--- config.mk ---
export PLATFORM = sky130hd
export DESIGN_NAME = barrel_shifter_pipe_r
export DESIGN_NICKNAME = d
export VERILOG_FILES = /design/src/rtl/barrel_shifter_pipe_r.sv
export SDC_FILE = /design/constraint.sdc
export NUM_CORES = 1
export LEC_CHECK = 0
export BUFFER_PORTS_ARGS = -buffer_cell sky130_fd_sc_hd__buf_2
export CAP_MARGIN = 20
export CORE_AREA = 2 2 47 66
export CTS_BUF_LIST = sky130_fd_sc_hd__clkbuf_2
export DETAILED_ROUTE_END_ITERATION = 10
export DIE_AREA = 0 0 49 68
export HOLD_SLACK_MARGIN = 0.08
export PLACE_DENSITY = 0.79
export SYNTH_ARGS = -nofsm -noshare
export SYNTH_HDL_FRONTEND = slang
export SYNTH_SLANG_ARGS = --single-unit
--- constraint.sdc ---
create_clock -name clk -period 1.71 [get_ports clk]
set_input_delay 0.342 -clock clk [delete_from_list [all_inputs] [get_ports clk]]
set_output_delay 0.342 -clock clk [all_outputs]
set_load 0.02 [all_outputs]
--- src/rtl/barrel_shifter_pipe_r.sv ---
// rtl/barrel_shifter_pipe_r.sv - pipelined rotate-right barrel shifter with valid/ready handshake
//
// Purpose:
//   Rotates a right by amt, one registered stage per amount bit. Stage k
//   applies the 2^k rotation when bit k of the amount is set. All stages
//   advance together under one enable, so a stalled output freezes the
//   whole pipe. This is the inverse of the rotate-left shifter: feeding
//   rotl(a, amt) through this block with the same amt returns a.
//
// Ports:
//   clk        system clock, rising edge
//   reset_n    asynchronous active-low reset
//   in_valid   a / amt are valid this cycle
//   in_ready   block accepts input this cycle (depends only on out_ready and pipe state)
//   a          word to rotate, N bits
//   amt        rotate-right amount, M bits
//   out_valid  y is valid
//   out_ready  downstream accepts y this cycle
//   y          a rotated right by amt, N bits

module barrel_shifter_pipe_r #(
  parameter int N = 8,
  parameter int M = 3
) (
  input  logic         clk,
  input  logic         reset_n,
  input  logic         in_valid,
  output logic         in_ready,
  input  logic [N-1:0] a,
  input  logic [M-1:0] amt,
  output logic         out_valid,
  input  logic         out_ready,
  output logic [N-1:0] y
);

  // Per-stage state: valid flag, partially rotated word, amount bits.
  logic         vld_q   [M];
  logic [N-1:0] d_q     [M];
  logic [M-1:0] amt_q   [M];

  logic         vld_nxt [M];
  logic [N-1:0] d_nxt   [M];
  logic [M-1:0] amt_nxt [M];

  logic         en;

  // The last stage's amount bits have all been consumed by then.
  logic         unused_tail_amt;

  function automatic logic [N-1:0] rotr(input logic [N-1:0] x, input int s);
    return (x >> s) | (x << (N - s));
  endfunction

  // Single global advance: a full output slot that is not being taken
  // blocks everything, otherwise every stage shifts forward (bubbles too).
  assign en        = ~vld_q[M-1] | out_ready;
  assign in_ready  = en;
  assign out_valid = vld_q[M-1];
  assign y         = d_q[M-1];

  assign unused_tail_amt = ^amt_q[M-1];

  always_comb begin
    for (int k = 0; k < M; k++) begin
      vld_nxt[k] = 1'b0;
      d_nxt[k]   = '0;
      amt_nxt[k] = '0;
    end

    // Bubbles entering stage 0 carry zeros so invalid slots stay
    // deterministic regardless of what sits on a / amt.
    vld_nxt[0] = in_valid;
    if (in_valid) begin
      d_nxt[0]   = amt[0] ? {a[0], a[N-1:1]} : a;
      amt_nxt[0] = amt;
    end

    for (int k = 1; k < M; k++) begin
      vld_nxt[k] = vld_q[k-1];
      d_nxt[k]   = amt_q[k-1][k] ? rotr(d_q[k-1], 1 << k) : d_q[k-1];
      amt_nxt[k] = amt_q[k-1];
    end
  end

  always_ff @(posedge clk or negedge reset_n) begin
    if (!reset_n) begin
      for (int k = 0; k < M; k++) begin
        vld_q[k] <= 1'b0;
        d_q[k]   <= '0;
        amt_q[k] <= '0;
      end
    end else if (en) begin
      for (int k = 0; k < M; k++) begin
        vld_q[k] <= vld_nxt[k];
        d_q[k]   <= d_nxt[k];
        amt_q[k] <= amt_nxt[k];
      end
    end
  end

endmodule

==> results of run 1 <==
## sequential cells by signal (all words and copies together) (netlist names)
name	count
out_valid	1
d_q	16
y	8
amt_nxt	3
vld_nxt	2
## worst min-delay path, stage by stage
cell	delay (ns)
buf_2	0.09
nand2_1	0.05
o21ai_0	0.06
## stage by stage
stage | hold WS [ns] | instances
final | 0.210 | 173
after global routing | 0.175 | 173
after CTS | 0.198 | 173
after detailed placement | 0.411 | 164
after global placement | 0.388 | 164
after floorplan | 0.0464 | 114
## synthesized netlist by cell type, types with 2 or more instances
library cell,n,area (um2)
nand2_1,2,7.51
nand3b_1,10,75.1
mux2i_1,8,80.1
buf_4,8,60.1
dfrtp_1,30,751
buf_2,4,20.0
o21ai_0,2,10.0
o31ai_1,8,60.1
mux2_2,27,304
mux2_4,8,120
## power groups by stage
stage	Combinational (W)	Sequential (W)	Clock (W)
after floorplan	0.000759	0.00103	0
after detailed placement	0.000827	0.00109	0
after global placement	0.000799	0.00107	0
after global routing	0.000879	0.00110	0.000384
final	0.000819	0.00107	0.000335
after CTS	0.000832	0.00107	0.000343
## layout by cell type (no fill, tap or decap), types with 2 or more instances in the layout
cell type  netlist  layout
buf_2            4      24
buf_4            8       3
clkbuf_2         0       6
dfrtp_1         30      30
mux2_2          27      27
mux2_4           8       8
mux2i_1          8       8
nand2_1          2       2
nand3b_1        10      10
o21ai_0          2       2
o31ai_1          8       8
## cells by family after synthesis
family | Yosys count | share of synthesized area
simple gates | 14 | 0.0669
mux | 43 | 0.329
flops | 30 | 0.489
buf+inv | 17 | 0.0693
compound gates | 10 | 0.0457
## layer usage
| layer | vias to the layer above | global-route usage | wire length, um |
|---|---|---|---|
| li1 | 441 | - | - |
| met1 | 465 | 0.182 | 1010 |
| met2 | 21 | 0.315 | 1320 |
| met3 | 6 | 0.0459 | 102 |
| met4 | 0 | 0.118 | 49 |
| met5 | - | 0 | 0 |
## timing repair
action | CTS | global route
gates resized for setup | 1 | 0
hold buffers | 1 | 0
setup buffers | 0 | 0
endpoints found under the setup margin | 1 | 0
hold endpoints to repair | 30 | 0
## final timing paths
kind                            start  cells past startpoint    endpoint  slack [ns]
hold reg to reg            vld_nxt[0]                      1   out_valid        0.50
max in group asynchronous     reset_n                      2     d_q[16]        0.76
min in group asynchronous     reset_n                      2        y[0]        0.53
hold / removal                 amt[2]                      3  amt_nxt[5]        0.21
setup / recovery            out_valid                      3    in_ready        0.13
setup reg to reg           amt_nxt[2]                      2        y[6]        0.37
## final cells by class
cell class,count,area (um2),area share
sequential,30,751,0.443
multi-input combinational,67,677,0.399
timing repair buffer,29,173,0.102
tap,37,46.3,0.0273
clock buffer,6,30.0,0.0177
inverter,2,10.0,0.00590
clock inverter,2,8.76,0.00517
==> run metrics, run 1 <==
gr usage total 0.176; async set or reset register ratio after synthesis 1.00; Layout Skew approximately 0.0062 ns; Remaining DRCs 0; CTS root buf clkbuf_2; first-pass GRT wire length roughly 4300 um; Psw roughly 0.00076 W; Layout fillers between 200 and 250; initial core utilization 0.550; post-DP HPWL ~1900 um; final hold violation count 0; status finished clean; EDFF count, synth 0; max-slew violations 0; worst slack at placement around 0.35 ns; vias in the first global route ~960; Placed Area ~1600 um2; clk buf depth 2; DR iter-0 viols 20; Static Leak 0.844 nW; Sequential Power Share 0.481; critical path data arrival time ~1.2 ns; die area 3330 um2; DR WL/cell about 14 um; Worst-Skew Late Latency ~0.36 ns; Max-Slew Margin vs Limit 0.564; TritonCTS clock tree done; Vias about 930; RSZ-0062 raised after global routing false; slowest library cell on the worst path dfrtp_1; Final GP Congestion 0.687; clock share of power 0.151; Rows 23; Synthesis Warnings 0; layout cells sized above 1 0.529; Post-synth top flop dfrtp_1; worst vdd ir ~700 uV; Syn Nets between 100 and 150; Setup TNS 0 ns; Syn Area/Cell 13.5 um2; initial antenna violation count 0; GRT overflow 0; total of max-cap violations 0; die height roughly 68 um; number of synthesized register bits 30; Die X between 40 and 50 um; Sw Ratio 0.340; cell area after layout between 1500 and 2000 um2; critical path's largest stage delay slightly above 0.4 ns; final wirelength ~2500 um; Int Pwr roughly 0.0015 W; Critical Path RT about 1.4 ns; Post-layout nets 150; Pre-antenna DRT Iters 2; # H-tree levels 2; clock transition at the registers of the reported paths approximately 0.15 ns; number of distinct library cells after synthesis 17; Ports 25; Layout area overhead 10.5%; sequential fraction of the synthesis area 0.489; worst setup margin around 0.13 ns; crit path launch type flip-flop; endpoint class of the critical path output pin; largest net degree at the start of global routing 31; Cell Chain, Critical Path nor2b_4, inv_4, buf_2; port bufs 24; CTS buffer count 5; Total Power about 0.0022 W; synthesized area around 1500 um2; CP top delay family flip-flops; Layout Utilization 0.607; Final min period 1.58 ns; Placeable Area roughly 2800 um2; Antenna Cells 0; Hold WC Path Type in -> reg; Finish-stage setup viols 0; CP Class reg -> out; Buf/Inv on CP 2; CTS Sinks 30; Gate Count Post-Synth around 110; combinational share of power 0.368; power per cell area approximately 1300 nW/um2; maximum fanout along the worst path 10; final period utilization 0.927; Detail Route Antenna Nets 0; Avg Vias per Cell 5.39; maximum clock frequency about 0.63 GHz; measured slew at the worst slew-check pin about 0.65 ns
Note: power is estimated with default switching activity, not from simulation.
==> run 2: changes to the inputs <==
- ABC_AREA: not set -> 1
- RECOVER_POWER: not set -> 100
==> run 2 against run 1 <==
Combinational power shrank 7.6%. Critical endpoint unchanged. Synthesized cell count increased by 85%. Final area fell by 4.7%. Via count is 29% higher. Largest cell class unchanged.
==> run metrics, run 2 <==
status finished clean (unchanged); most common cell after layout, fill and taps aside nand2_1 (was dfrtp_1); largest net degree at the start of global routing 31 (unchanged); initial core utilization 0.547 (was 0.550); Area contributors post-synth dfrtp_1 49%, nand2_1 30%, nand3_1 5.2% (was dfrtp_1 49%, mux2_2 20%, mux2_4 7.8%); DR iter-0 viols 14 (was 20); Post-synth top flop dfrtp_1 (unchanged); die area 3330 um2 (unchanged); CTS Sinks 30 (unchanged); CTS buffer count 5 (unchanged); Ports 25 (unchanged); Synthesis Warnings 0 (unchanged); worst setup path startpoint out_valid (unchanged); Layout Utilization 0.579 (was 0.607); number of distinct library cells after synthesis 14 (was 17); # H-tree levels 2 (unchanged); max-slew violations 0 (unchanged); Static Leak 0.955 nW (was 0.844 nW); post-CTS sizing 0 (was 1); Gate Count Post-Synth 211 (was 114); DR WL/cell 9.52 um (was 14.4 um); Placeable Area 2790 um2 (unchanged); Pre-antenna DRT Iters 4 (was 2); CP Class reg -> out (unchanged); clock transition at the registers of the reported paths 0.13 ns (was 0.15 ns); maximum fanout along the worst path 23 (was 10); cell taking the most area after synthesis dfrtp_1 (unchanged); Die X 49 um (unchanged); max reg flops 16 (unchanged); endpoint class of the critical path output pin (unchanged); Biggest register d_q (unchanged); measured slew at the worst slew-check pin 0.735 ns (was 0.655 ns); layout cells sized above 1 0.109 (was 0.529); crit path launch type flip-flop (unchanged); Hold WC Path Type in -> reg (unchanged); critical path data arrival time 1.26 ns (was 1.24 ns); worst setup margin 0.111 ns (was 0.125 ns); worst vdd ir 666 uV (was 698 uV); Max-Slew Margin vs Limit 0.510 (was 0.564); Yosys top cell area share 0.491 (was 0.489); Reg2Reg Depth 4 (was 2); TritonCTS clock tree done (unchanged); maximum clock frequency 0.625 GHz (was 0.631 GHz); GRT overflow 0 (unchanged); FF-to-FF Start out_valid (was amt_nxt[2]); Remaining DRCs 0 (unchanged); async set or reset register ratio after synthesis 1.00 (unchanged); Final min period 1.60 ns (was 1.58 ns); Finish-stage setup viols 0 (unchanged); Antenna Cells 0 (unchanged); Critical Path RT 1.37 ns (about the same); Setup TNS 0 ns (unchanged); most common cell in the netlist nand2_1 (was dfrtp_1); post-DP HPWL 1800 um (was 1890 um); Syn Area/Cell 7.24 um2 (was 13.5 um2); R2R Setup Slk 0.21 ns (was 0.37 ns); Rows 23 (unchanged); Post-layout nets 243 (was 150); die height 68 um (unchanged); worst slack at placement 0.426 ns (was 0.347 ns); RSZ-0062 raised after global routing false (unchanged); Syn Nets 226 (was 129); final hold violation count 0 (unchanged); vias in the first global route 1133 (was 959); port bufs 24 (unchanged); number of synthesized register bits 30 (unchanged); initial antenna violation count 0 (unchanged); final period utilization 0.935 (was 0.927); EDFF count, synth 0 (unchanged); sequential fraction of the synthesis area 0.491 (was 0.489); final wirelength 2530 um (was 2490 um); Avg Vias per Cell 4.52 (was 5.39); Worst-Skew Late Latency 0.36 ns (about the same); gr usage total 0.185 (was 0.176); synthesized area 1530 um2 (about the same); r2r endpoint amt_nxt[5] (was y[6]); crit path capture in_ready (unchanged); Vias 1201 (was 933); total of max-cap violations 0 (unchanged); Hold Crit Depth 3 (unchanged); power per cell area 1320 nW/um2 (was 1310 nW/um2); final hold slack 0.178 ns (was 0.210 ns); Layout area overhead 5.73% (was 10.5%); Layout Skew 0.00992 ns (was 0.00619 ns); clk buf depth 2 (unchanged); first-pass GRT wire length 4560 um (was 4290 um); Final GP Congestion 0.723 (was 0.687); CTS root buf clkbuf_2 (unchanged); Detail Route Antenna Nets 0 (unchanged); synth cell count leaders 122 x nand2_1, 30 x dfrtp_1, 20 x inv_1 (was 30 x dfrtp_1, 27 x mux2_2, 10 x nand3b_1); commonest non-fill, non-tap cells in the layout 122 x nand2_1, 30 x dfrtp_1, 20 x inv_1 (was 30 x dfrtp_1, 27 x mux2_2, 24 x buf_2)
==> run 2: repair_timing <==
item,CTS,global route
setup buffers,0,0
hold buffers,1,0
hold endpoints to repair,30,0
==> run 2: worst min path at each step <==
stage                  from         end
global route         amt[1]  amt_nxt[4]
global placement    reset_n        y[3]
floorplan           reset_n  amt_nxt[2]
CTS                  amt[1]  amt_nxt[4]
finish               amt[1]  amt_nxt[4]
detailed placement  reset_n  amt_nxt[2]
==> run 2: power by group <==
group          internal [W]  switching, W  leakage [nW]
sequential         0.000930      0.000139         0.380
clock             0.0000870      0.000227        0.0255
combinational      0.000236      0.000521         0.549
==> run 2: cell families after synthesis <==
logic type / after synthesis / share of synthesized area
flops: 30 / 0.491
buf+inv: 38 / 0.133
compound gates: 4 / 0.0156
simple gates: 139 / 0.360
==> run 2: cell type report <==
class / count / area (um2)
inverters: 23 / 90.1
fillers: 279 / 1180
repair buffers: 25 / 119
clock buffers: 5 / 25.0
clock inverters: 3 / 11.3
multi-input cells: 143 / 573
flip-flops and latches: 30 / 751
well taps: 37 / 46.3
==> run 2: critical path: stages, from the launching register on <==
cell and delay, ns:
dfrtp_1 0.45, nand2_4 0.24, buf_2 0.22
==> run 2: routing by layer <==
metal / part of all wire / routed length [um] / vias up / track usage
li1: - / - / 653 / -
met1: 0.41 / 1030 / 520 / 0.177
met2: 0.53 / 1350 / 22 / 0.341
met3: 0.040 / 101 / 6 / 0.0742
met4: 0.023 / 57 / 0 / 0.104
met5: 0 / 0 / - / 0
==> run 2: through the flow <==
stage | power [W] | area (um2) | instances
after detailed placement | 0.00188 | 1580 | 257
after global placement | 0.00185 | 1580 | 257
after CTS | 0.00220 | 1630 | 266
final | 0.00214 | 1620 | 266
after floorplan | 0.00181 | 1530 | 211
after global routing | 0.00233 | 1620 | 266
==> run 3: changes to the inputs <==
- clock period: 1.71 -> 1.65 ns (I/O delays scaled with it)
==> run 3 against run 2 <==
Critical endpoint unchanged. First-iteration DRC count increased to 4.0 times the previous value. Final area is 0.70% higher. Sequential share of layout area decreased by 0.32 points. Wire length rose by 1.9%. Worst setup slack got worse by 0.021 ns. Final cell count is the same. Largest cell class unchanged. Core utilization increased by 0.40 points. Global-route usage increased by 0.057 points. Clock-buffer cell count up 1. Sequential cell count did not move. Non-clock buffer count did not move.
==> run metrics, run 3 (same netlist as run 2, synthesis figures left out) <==
Ports 25 (unchanged); CTS Sinks 30 (unchanged); slowest library cell on the worst path dfrtp_1 (unchanged); power per cell area 1380 nW/um2 (was 1320 nW/um2); die height 68 um (unchanged); critical path data arrival time 1.23 ns (was 1.26 ns); initial core utilization 0.547 (unchanged); critical path's largest stage delay 0.48 ns (was 0.45 ns); final hold slack 0.154 ns (was 0.178 ns); Pre-antenna DRT Iters 5 (was 4); most common cell after layout, fill and taps aside nand2_1 (unchanged); first-pass GRT wire length 4550 um (was 4560 um); combinational share of power 0.352 (was 0.354); Final min period approximately 1.6 ns; Vias 1233 (was 1201); clock share of power 0.154 (was 0.147); maximum fanout along the worst path 23 (unchanged); measured slew at the worst slew-check pin 0.724 ns (was 0.735 ns); vias in the first global route 1169 (was 1133); final hold violation count 0 (unchanged); Post-layout nets 243 (unchanged); # H-tree levels 2 (unchanged); Rows 23 (unchanged); CTS root buf clkbuf_2 (unchanged); RSZ-0062 raised after global routing false (unchanged); Psw 0.000936 W (was 0.000886 W); final wirelength 2580 um (was 2530 um); Setup TNS 0 ns (unchanged); Final GP Congestion 0.709 (was 0.723); clock transition at the registers of the reported paths 0.14 ns (was 0.13 ns); CP Class reg -> out (unchanged); GRT overflow 0 (unchanged); post-DP HPWL 1810 um (was 1800 um); DR iter-0 viols 56 (was 14); CTS buffer count 5 (unchanged); Storage cell area 751 um2 (unchanged); Placeable Area 2790 um2 (unchanged); postcts setup bufs 0 (unchanged); DR WL/cell 9.70 um (was 9.52 um); Biggest register d_q (unchanged); Detail Route Antenna Nets 0 (unchanged); initial antenna violation count 0 (unchanged); die area 3330 um2 (unchanged); Avg Vias per Cell 4.64 (was 4.52); Layout area overhead 6.47% (was 5.73%); gr usage total 0.186 (was 0.185); Cell Chain, Critical Path nand2_8, clkbuf_2 (was nand2_4, buf_2); Antenna Cells 0 (unchanged); max-slew violations 0 (unchanged); maximum clock frequency roughly 0.64 GHz; clk buf depth 2 (unchanged); Static Leak 0.959 nW (was 0.955 nW); Remaining DRCs 0 (unchanged); Hold WC Path Type in -> reg (unchanged); area of the multi-input gates 582 um2 (was 573 um2); crit path launch type flip-flop (unchanged); Sequential Power Share 0.494 (was 0.500); Sw Ratio 0.416 (was 0.414); largest net degree at the start of global routing 31 (unchanged); Layout Utilization 0.583 (was 0.579); Buf/Inv on CP 1 (unchanged); Layout Skew 0.0133 ns (was 0.00992 ns); total of max-cap violations 0 (unchanged); commonest non-fill, non-tap cells in the layout 122 x nand2_1, 30 x dfrtp_1, 21 x inv_1 (was 122 x nand2_1, 30 x dfrtp_1, 20 x inv_1); CP top delay family flip-flops (unchanged); worst vdd ir 764 uV (was 666 uV); TritonCTS clock tree done (unchanged); port bufs 24 (unchanged); final period utilization 0.945; Int Pwr 0.00132 W (was 0.00125 W); endpoint class of the critical path output pin (unchanged); Layout fillers 288 (was 279); layout cells sized above 1 0.114 (was 0.109); Worst-Skew Late Latency 0.37 ns (was 0.36 ns); max reg flops 16 (unchanged); Die X 49 um (unchanged); Finish-stage setup viols 0 (unchanged); Max-Slew Margin vs Limit 0.518 (was 0.510); Critical Path RT 1.32 ns (was 1.37 ns); status finished clean (unchanged)
## run 3: final cells by class
cell class | instances | share of cell area
well taps | 37 | 0.0285
inverters | 23 | 0.0554
clock buffers | 6 | 0.0185
flip-flops and latches | 30 | 0.462
repair buffers | 25 | 0.0731
clock inverters | 2 | 0.00538
multi-input cells | 143 | 0.358
## run 3: per-layer routing
metal,share of wire,wire [um],track usage
met2,0.55,1420,0.366
met4,0.023,59,0.150
met5,0,0,0
met1,0.40,1020,0.162
met3,0.032,83,0.0393
## run 3: tightest hold or removal path, stage by stage
cell and delay [ns]:
buf_2 0.08, nand2_1 0.04, nand2_1 0.05
## run 3: repair_timing
action / 4_1_cts / 5_1_grt
setup endpoints to repair: 0 / 1
hold endpoints to repair: 30 / 0
hold buffers: 1 / 0
resized for setup: 0 / 1
## run 3: worst paths after layout
| path | cells after the start | slack, ns | startpoint | endpoint |
|---|---|---|---|---|
| setup / recovery | 2 | 0.09 | out_valid | in_ready |
| max in group asynchronous | 2 | 0.66 | reset_n | d_q[12] |
| hold reg to reg | 2 | 0.49 | y[5] | y[5] |
| hold / removal | 3 | 0.15 | amt[1] | amt_nxt[4] |
| setup reg to reg | 4 | 0.18 | out_valid | d_q[16] |
| min in group asynchronous | 2 | 0.52 | reset_n | y[1] |
## run 3: power groups by stage
stage	Combinational, W	Sequential, W	Clock, W
after floorplan	0.000790	0.00109	0
after global placement	0.000805	0.00111	0
after detailed placement	0.000828	0.00112	0
after CTS	0.000833	0.00111	0.000360
after global routing	0.000915	0.00114	0.000390
final	0.000792	0.00111	0.000348
## run 3: metrics by stage
| step | cells | setup slack, ns | power [W] | area (um2) |
|---|---|---|---|---|
| 2_1_floorplan | 211 | 0.511 | 0.00188 | 1530 |
| 3_3_place_gp | 257 | 0.400 | 0.00192 | 1580 |
| 3_5_place_dp | 257 | 0.382 | 0.00195 | 1580 |
| 4_1_cts | 266 | 0.0202 | 0.00230 | 1630 |
| 5_1_grt | 266 | 0.0175 | 0.00244 | 1630 |
| 6_report | 266 | 0.0901 | 0.00225 | 1630 |
